## src/rtl/mc_ctrl_pkg.sv

```systemverilog
// Shared encodings for the multi-cycle MIPS controller: states, opcodes,
// functs, datapath mux selects, ALUOp codes and the instruction class record.
package mc_ctrl_pkg;

    typedef enum logic [2:0] {
        S_INIT = 3'd0,
        S_IF   = 3'd1,
        S_ID   = 3'd2,
        S_EX   = 3'd3,
        S_MEM  = 3'd4,
        S_WB   = 3'd5
    } state_e;

    localparam logic [5:0] OP_RTYPE  = 6'h00;
    localparam logic [5:0] OP_REGIMM = 6'h01;
    localparam logic [5:0] OP_J      = 6'h02;
    localparam logic [5:0] OP_JAL    = 6'h03;
    localparam logic [5:0] OP_BEQ    = 6'h04;
    localparam logic [5:0] OP_BNE    = 6'h05;
    localparam logic [5:0] OP_BLEZ   = 6'h06;
    localparam logic [5:0] OP_BGTZ   = 6'h07;
    localparam logic [5:0] OP_ADDI   = 6'h08;
    localparam logic [5:0] OP_ADDIU  = 6'h09;
    localparam logic [5:0] OP_SLTI   = 6'h0a;
    localparam logic [5:0] OP_SLTIU  = 6'h0b;
    localparam logic [5:0] OP_ANDI   = 6'h0c;
    localparam logic [5:0] OP_ORI    = 6'h0d;
    localparam logic [5:0] OP_LUI    = 6'h0f;
    localparam logic [5:0] OP_LW     = 6'h23;
    localparam logic [5:0] OP_SW     = 6'h2b;

    localparam logic [5:0] F_SLL  = 6'h00;
    localparam logic [5:0] F_SRL  = 6'h02;
    localparam logic [5:0] F_SRA  = 6'h03;
    localparam logic [5:0] F_SLLV = 6'h04;
    localparam logic [5:0] F_SRLV = 6'h06;
    localparam logic [5:0] F_SRAV = 6'h07;
    localparam logic [5:0] F_JR   = 6'h08;
    localparam logic [5:0] F_JALR = 6'h09;
    localparam logic [5:0] F_ADD  = 6'h20;
    localparam logic [5:0] F_ADDU = 6'h21;
    localparam logic [5:0] F_SUB  = 6'h22;
    localparam logic [5:0] F_SUBU = 6'h23;
    localparam logic [5:0] F_AND  = 6'h24;
    localparam logic [5:0] F_OR   = 6'h25;
    localparam logic [5:0] F_XOR  = 6'h26;
    localparam logic [5:0] F_NOR  = 6'h27;
    localparam logic [5:0] F_SLT  = 6'h2a;
    localparam logic [5:0] F_SLTU = 6'h2b;

    localparam logic [1:0] PCS_ALU    = 2'b00;
    localparam logic [1:0] PCS_ALUOUT = 2'b01;
    localparam logic [1:0] PCS_JUMP   = 2'b10;
    localparam logic [1:0] PCS_RS     = 2'b11;

    localparam logic [1:0] ASA_PC    = 2'b00;
    localparam logic [1:0] ASA_A     = 2'b01;
    localparam logic [1:0] ASA_SHAMT = 2'b10;

    localparam logic [1:0] ASB_B      = 2'b00;
    localparam logic [1:0] ASB_FOUR   = 2'b01;
    localparam logic [1:0] ASB_IMM    = 2'b10;
    localparam logic [1:0] ASB_IMM_SH = 2'b11;

    localparam logic [1:0] RD_RT = 2'b00;
    localparam logic [1:0] RD_RD = 2'b01;
    localparam logic [1:0] RD_RA = 2'b10;

    localparam logic [1:0] M2R_MDR    = 2'b00;
    localparam logic [1:0] M2R_ALUOUT = 2'b01;
    localparam logic [1:0] M2R_PC     = 2'b10;

    localparam logic [3:0] ALU_ADD  = 4'h0;
    localparam logic [3:0] ALU_SUB  = 4'h1;
    localparam logic [3:0] ALU_AND  = 4'h2;
    localparam logic [3:0] ALU_OR   = 4'h3;
    localparam logic [3:0] ALU_XOR  = 4'h4;
    localparam logic [3:0] ALU_NOR  = 4'h5;
    localparam logic [3:0] ALU_SLT  = 4'h6;
    localparam logic [3:0] ALU_SLTU = 4'h7;
    localparam logic [3:0] ALU_SLL  = 4'h8;
    localparam logic [3:0] ALU_SRL  = 4'h9;
    localparam logic [3:0] ALU_SRA  = 4'ha;

    typedef struct packed {
        logic       rtype;
        logic       shift;
        logic       jump;
        logic       jreg;
        logic       link;
        logic       branch;
        logic       load;
        logic       store;
        logic       itype;
        logic       lui;
        logic       illegal;
        logic       ext_op;
        logic [3:0] alu_op;
    } inst_class_t;

endpackage

```

## src/rtl/inst_class_decoder.sv

```systemverilog
// Combinational OpCode/Funct -> instruction class flags, ALUOp and ExtOp.
module inst_class_decoder
    import mc_ctrl_pkg::*;
(
    input  logic [5:0]  op_code_i,
    input  logic [5:0]  funct_i,
    output inst_class_t cls_o
);

    always_comb begin
        cls_o        = '0;
        cls_o.alu_op = ALU_ADD;
        case (op_code_i)
            OP_RTYPE: begin
                cls_o.rtype = 1'b1;
                case (funct_i)
                    F_SLL:  begin cls_o.shift = 1'b1; cls_o.alu_op = ALU_SLL; end
                    F_SRL:  begin cls_o.shift = 1'b1; cls_o.alu_op = ALU_SRL; end
                    F_SRA:  begin cls_o.shift = 1'b1; cls_o.alu_op = ALU_SRA; end
                    F_SLLV: cls_o.alu_op = ALU_SLL;
                    F_SRLV: cls_o.alu_op = ALU_SRL;
                    F_SRAV: cls_o.alu_op = ALU_SRA;
                    F_ADD, F_ADDU: cls_o.alu_op = ALU_ADD;
                    F_SUB, F_SUBU: cls_o.alu_op = ALU_SUB;
                    F_AND:  cls_o.alu_op = ALU_AND;
                    F_OR:   cls_o.alu_op = ALU_OR;
                    F_XOR:  cls_o.alu_op = ALU_XOR;
                    F_NOR:  cls_o.alu_op = ALU_NOR;
                    F_SLT:  cls_o.alu_op = ALU_SLT;
                    F_SLTU: cls_o.alu_op = ALU_SLTU;
                    // Register jumps finish in ID and never reach EX/WB.
                    F_JR:   begin cls_o.rtype = 1'b0; cls_o.jreg = 1'b1; end
                    F_JALR: begin cls_o.rtype = 1'b0; cls_o.jreg = 1'b1; cls_o.link = 1'b1; end
                    default: begin cls_o.rtype = 1'b0; cls_o.illegal = 1'b1; end
                endcase
            end
            OP_REGIMM, OP_BEQ, OP_BNE, OP_BLEZ, OP_BGTZ: begin
                cls_o.branch = 1'b1;
                cls_o.ext_op = 1'b1;
                cls_o.alu_op = ALU_SUB;
            end
            OP_J:     cls_o.jump = 1'b1;
            OP_JAL:   begin cls_o.jump = 1'b1; cls_o.link = 1'b1; end
            OP_ADDI, OP_ADDIU: begin cls_o.itype = 1'b1; cls_o.ext_op = 1'b1; end
            OP_SLTI:  begin cls_o.itype = 1'b1; cls_o.ext_op = 1'b1; cls_o.alu_op = ALU_SLT; end
            OP_SLTIU: begin cls_o.itype = 1'b1; cls_o.ext_op = 1'b1; cls_o.alu_op = ALU_SLTU; end
            OP_ANDI:  begin cls_o.itype = 1'b1; cls_o.alu_op = ALU_AND; end
            OP_ORI:   begin cls_o.itype = 1'b1; cls_o.alu_op = ALU_OR; end
            OP_LUI:   begin cls_o.itype = 1'b1; cls_o.ext_op = 1'b1; cls_o.lui = 1'b1; end
            OP_LW:    begin cls_o.load = 1'b1; cls_o.ext_op = 1'b1; end
            OP_SW:    begin cls_o.store = 1'b1; cls_o.ext_op = 1'b1; end
            default:  cls_o.illegal = 1'b1;
        endcase
    end

endmodule

```

## src/rtl/multi_cycle_controller.sv

```systemverilog
// Multi-cycle MIPS sequencing FSM; define MULTICYCLE_MEM_WAIT_EN to stall
// IF/MEM on MemReady, otherwise every memory access takes one cycle.
//
//  state | meaning
//  INIT  | post-reset idle, all outputs low
//  IF    | fetch into IR, PC <= PC+4
//  ID    | decode, branch target into ALUOut, jumps finish here
//  EX    | ALU operation / branch resolve / address calc
//  MEM   | data memory read or write
//  WB    | register file write-back
module multi_cycle_controller
    import mc_ctrl_pkg::*;
#(
    parameter int STATE_W = 3
) (
    input  logic               clk,
    input  logic               reset,
    input  logic [5:0]         OpCode,
    input  logic [5:0]         Funct,
    input  logic               MemReady,
    output logic               PCWrite,
    output logic               PCWriteCond,
    output logic [2:0]         Branch,
    output logic [1:0]         PCSource,
    output logic               IorD,
    output logic               MemRead,
    output logic               MemWrite,
    output logic               IRWrite,
    output logic               RegWrite,
    output logic [1:0]         RegDst,
    output logic [1:0]         MemtoReg,
    output logic               ExtOp,
    output logic               LuiOp,
    output logic [1:0]         ALUSrcA,
    output logic [1:0]         ALUSrcB,
    output logic [3:0]         ALUOp,
    output logic               Illegal,
    output logic [STATE_W-1:0] State
);

    state_e      state_q, state_d;
    inst_class_t cls;
    logic        mem_ok;

    inst_class_decoder u_dec (
        .op_code_i (OpCode),
        .funct_i   (Funct),
        .cls_o     (cls)
    );

`ifdef MULTICYCLE_MEM_WAIT_EN
    assign mem_ok = MemReady;
`else
    // Zero-wait memory: MemReady is referenced but has no effect.
    assign mem_ok = MemReady | 1'b1;
`endif

    always_ff @(posedge clk or negedge reset) begin
        if (!reset) state_q <= S_INIT;
        else        state_q <= state_d;
    end

    assign State = STATE_W'(state_q);

    always_comb begin
        state_d     = state_q;
        PCWrite     = 1'b0;
        PCWriteCond = 1'b0;
        Branch      = 3'b000;
        PCSource    = PCS_ALU;
        IorD        = 1'b0;
        MemRead     = 1'b0;
        MemWrite    = 1'b0;
        IRWrite     = 1'b0;
        RegWrite    = 1'b0;
        RegDst      = RD_RT;
        MemtoReg    = M2R_MDR;
        ExtOp       = 1'b0;
        LuiOp       = 1'b0;
        ALUSrcA     = ASA_PC;
        ALUSrcB     = ASB_B;
        ALUOp       = ALU_ADD;
        Illegal     = 1'b0;

        case (state_q)
            S_INIT: state_d = S_IF;

            S_IF: begin
                MemRead = 1'b1;
                ALUSrcB = ASB_FOUR;
                IRWrite = mem_ok;
                PCWrite = mem_ok;
                state_d = mem_ok ? S_ID : S_IF;
            end

            S_ID: begin
                ALUSrcB = ASB_IMM_SH;
                ExtOp   = 1'b1;
                state_d = S_IF;
                if (cls.illegal) begin
                    Illegal = 1'b1;
                end else if (cls.jump) begin
                    PCWrite  = 1'b1;
                    PCSource = PCS_JUMP;
                    if (cls.link) begin
                        RegWrite = 1'b1;
                        RegDst   = RD_RA;
                        MemtoReg = M2R_PC;
                    end
                end else if (cls.jreg) begin
                    PCWrite  = 1'b1;
                    PCSource = PCS_RS;
                    if (cls.link) begin
                        RegWrite = 1'b1;
                        RegDst   = RD_RD;
                        MemtoReg = M2R_PC;
                    end
                end else begin
                    state_d = S_EX;
                end
            end

            S_EX: begin
                ALUOp   = cls.alu_op;
                ALUSrcA = ASA_A;
                state_d = S_IF;
                if (cls.branch) begin
                    ALUSrcB     = ASB_B;
                    PCWriteCond = 1'b1;
                    PCSource    = PCS_ALUOUT;
                    Branch      = OpCode[2:0];
                end else if (cls.load || cls.store) begin
                    ALUSrcB = ASB_IMM;
                    ExtOp   = 1'b1;
                    state_d = S_MEM;
                end else if (cls.rtype) begin
                    ALUSrcA = cls.shift ? ASA_SHAMT : ASA_A;
                    ALUSrcB = ASB_B;
                    state_d = S_WB;
                end else if (cls.itype) begin
                    ALUSrcB = ASB_IMM;
                    ExtOp   = cls.ext_op;
                    LuiOp   = cls.lui;
                    state_d = S_WB;
                end
            end

            S_MEM: begin
                IorD    = 1'b1;
                state_d = S_IF;
                if (cls.load) begin
                    MemRead = 1'b1;
                    state_d = mem_ok ? S_WB : S_MEM;
                end else if (cls.store) begin
                    MemWrite = 1'b1;
                    state_d  = mem_ok ? S_IF : S_MEM;
                end
            end

            S_WB: begin
                RegWrite = 1'b1;
                state_d  = S_IF;
                if (!cls.load) begin
                    MemtoReg = M2R_ALUOUT;
                    RegDst   = cls.rtype ? RD_RD : RD_RT;
                end
            end

            default: state_d = S_INIT;
        endcase
    end

endmodule

```

## config.mk

```make
export PLATFORM = sky130hd
export DESIGN_NAME = multi_cycle_controller
export DESIGN_NICKNAME = d
export VERILOG_FILES = /design/src/rtl/mc_ctrl_pkg.sv /design/src/rtl/inst_class_decoder.sv /design/src/rtl/multi_cycle_controller.sv
export SDC_FILE = /design/constraint.sdc
export NUM_CORES = 1
export LEC_CHECK = 0
export BUFFER_PORTS_ARGS = -buffer_cell sky130_fd_sc_hd__buf_2
export CAP_MARGIN = 20
export CORE_ASPECT_RATIO = 0.75
export CORE_MARGIN = 10
export CORE_UTILIZATION = 44
export CTS_CLUSTER_SIZE = 28
export DETAILED_ROUTE_END_ITERATION = 12
export PLACE_DENSITY_LB_ADDON = 0.15
export SLEW_MARGIN = 40
export SYNTH_ARGS = -nofsm -noshare
export SYNTH_HDL_FRONTEND = slang
export SYNTH_SLANG_ARGS = --single-unit
```

## constraint.sdc

```tcl
create_clock -name clk -period 3.4 [get_ports clk]
set_clock_uncertainty 0.05 [all_clocks]
set_input_delay 0.85 -clock clk [delete_from_list [all_inputs] [get_ports clk]]
set_output_delay 0.85 -clock clk [all_outputs]
set_load 0.01 [all_outputs]
```

==> key figures <==
Status
  • Outcome: complete, no violations

Cells and area
  • # diodes: 0
  • Commonest non-fill, non-tap cell in the layout: buf_2
  • Post-layout util: 61.3%
  • Area of the multi-input gates: 659 sq um
  • Most frequent cells in the layout: buf_2 (43), nor2_1 (12), nand2_1 (11)
  • Nets: 182
  • Area Overhead vs Synth: 32.0%
  • Number of flip-flops in the largest register: 3
  • Filler Cell Count: 170
  • Register area: 75.1 sq um
  • Share of layout cells above drive strength 1: 36.7%

Worst setup path
  • Flop-to-flop setup slack: 1.86 ns
  • Critical Path Stages: 5
  • CP endpoint: RegDst[0]
  • CP dominant cell by count: buf_2
  • Crit path max-delay family: simple AND/OR/NAND/NOR gates
  • Crit-path max cell delay: 0.57 ns
  • WS Path Type: input port to primary output
  • Crit. End Element: primary output
  • CP max FO: 5
  • CP Buf/Inv Count: 2
  • Critical path cell sequence: buf_2, or4_4, or4_1, o32ai_1, buf_2
  • CP required: 2.50 ns
  • RR Endpoint: State[1]
  • WP data arrival: 2.48 ns
  • R2r startpoint: State[2]
  • Highest-delay cell along the critical path: or4_4
  • R2R depth: 3
  • Worst setup SP type: input port
  • Crit. Startpoint: OpCode[3]

Timing
  • Worst Tran Pin Value: 0.499 ns
  • Setup TNS: 0 ns
  • Slew HR: 66.3%
  • F_max: 296 MHz
  • Final setup viols: 0
  • Final hold violations: 0
  • RSZ-0062 raised after global routing: no
  • Period minus WS final: 3.38 ns
  • Crit share post-route: 99.3%
  • Final Max Tran Viols: 0

Clock network
  • Hold_buf cts: 0
  • Post-CTS Resized: 0
  • # clock sinks: 3
  • Max Buffers Root-to-Sink: 2
  • Clk slew on worst S/H paths: 0.04 ns
  • Num CTS Buffers: 3
  • Clk_lat worst skew: 0.23 ns
  • H-tree Lvls: 1
  • CTS tree: built
  • Root buffer cell: clkbuf_4
  • Setup Fix Bufs, Post-CTS: 0

Power
  • Power Dens Cells: 320 mW/mm^2
  • Leakage: 0.534 nW
  • Worst IR Drop VDD: 0.253 mV

Placed design
  • Hpwl dp: 2.29 mm
  • IO Port Bufs: 43
  • Placer Congestion: 0.853

Drt
  • Initial drt markers: 78
  • Post-route ant nets: 0
  • Final wirelength: 2.74 mm
  • Drt wl/cell: 14.6 microns
  • DR vias: 1,089
  • Post-route DRC: 0
  • Vias per cell: 5.79
  • TritonRoute pass-1 iters: 4

Yosys
  • Mux contribution to synthesized area: 0%
  • Compound-Gate Fraction of Synth Area: 32.4%
  • Yosys top cell by area: dfrtp_1
  • Area share of the largest cell type after synthesis: 9.29%
  • Post-synthesis area per instance: 6.52 sq um
  • Post-Syn Area: 808 sq um
  • Post-synthesis xor/xnor area fraction: 2.17%
  • Yosys warns: 0
  • Distinct cells, synth: 45
  • FF+latch count, synth: 3
  • Post-synthesis simple-gate area fraction: 47.1%
  • Top post-synthesis cells by area: dfrtp_1 (9.3%), nor2_1 (5.6%), nand2_1 (5.1%)
  • Number of synthesized flops with an enable pin: 0
  • Mapped Cells: 124
  • Seq/Total Area, Yosys: 9.29%
  • Net count after synthesis: 139
  • Largest family of logic cells by synthesized area: simple AND/OR/NAND/NOR gates
  • Main flop type after synthesis: dfrtp_1
  • Synth Area in Adders: 0%
  • Post-synth ARST share: 100%

Die
  • # rows: 13
  • Die Ht: 57.1 microns
  • Core Area: 0.00174 sq mm
  • Die width: 69.5 microns
  • Die area: 0.00397 sq mm
  • I/O pin count: 45
  • Initial core utilization: 46.4%

Worst hold path
  • Worst Hold Class: input port to async pin

Global route
  • GRT overflow: 0
  • Vias in the first global route: 1,080
  • Gr usage total: 13.3%
  • Global-route wire length before repair: 4.71 mm
  • Initial antenna violation count: 0
  • Largest net degree at the start of global routing: 16

Flow run
  • Max-cap violations: 0
Yosys cell counts, types with 3 or more instances:
| cell type | n |
|---|---|
| nor2_1 | 12 |
| nand2_1 | 11 |
| clkbuf_1 | 7 |
| inv_1 | 7 |
| a21oi_1 | 6 |
| nand2b_1 | 6 |
| and2_1 | 5 |
| o21ai_0 | 5 |
| nor3_1 | 4 |
| a211oi_1 | 3 |
| a21o_1 | 3 |
| dfrtp_1 | 3 |
| nand3_1 | 3 |
| nand3b_1 | 3 |
| nor2b_1 | 3 |
| o2111ai_1 | 3 |
| or2_2 | 3 |
worst min-delay path by stage:
| stage | to | slack, ns | from | cells past startpoint |
|---|---|---|---|---|
| after global placement | State[0] | 0.52 | State[2] | 1 |
| after CTS | State[2] | 0.35 | reset | 1 |
| after global routing | State[1] | 0.35 | reset | 1 |
| final | State[0] | 0.36 | reset | 1 |
| after floorplan | State[0] | 0.50 | reset | 0 |
| after detailed placement | State[0] | 0.53 | State[2] | 1 |
power by group:
part	switching [mW]	internal, mW	total, mW
Clock	0.0178	0.0439	0.0617
Combinational	0.128	0.0919	0.220
Sequential	0.0145	0.0451	0.0596
stage by stage:
stage / power [mW] / instances / setup slack, ns / hold WS (ns) / area, sq um
2_1_floorplan: 0.195 / 124 / 0.131 / 0.504 / 808
3_3_place_gp: 0.279 / 184 / 0.0762 / 0.524 / 1040
3_5_place_dp: 0.282 / 184 / 0.0846 / 0.526 / 1040
4_1_cts: 0.345 / 188 / 0.0760 / 0.352 / 1070
5_1_grt: 0.374 / 188 / 0.00779 / 0.354 / 1070
6_report: 0.341 / 188 / 0.0247 / 0.355 / 1070
cells by family after synthesis:
| kind of cell | Yosys count |
|---|---|
| simple gates | 66 |
| buf+inv | 17 |
| xor+xnor | 2 |
| flops | 3 |
| compound gates | 36 |
metal layers:
layer / track usage (%) / vias to the layer above / part of all wire [%] / routed length [microns]
li1: - / 539 / - / -
met1: 16.6 / 511 / 47 / 1290
met2: 22.7 / 39 / 46 / 1250
met3: 2.94 / 0 / 7.4 / 202
met4: 2.87 / 0 / 0 / 0
met5: 0 / - / 0 / 0
cell type report:
type                       count  share of cell area [%]
tap                           22                    2.58
multi-input combinational    104                    61.8
sequential                     3                    7.03
clock buffer                   4                    2.46
timing repair buffer          48                    23.7
inverter                       7                    2.46
Power figures use the tool's default switching activity.
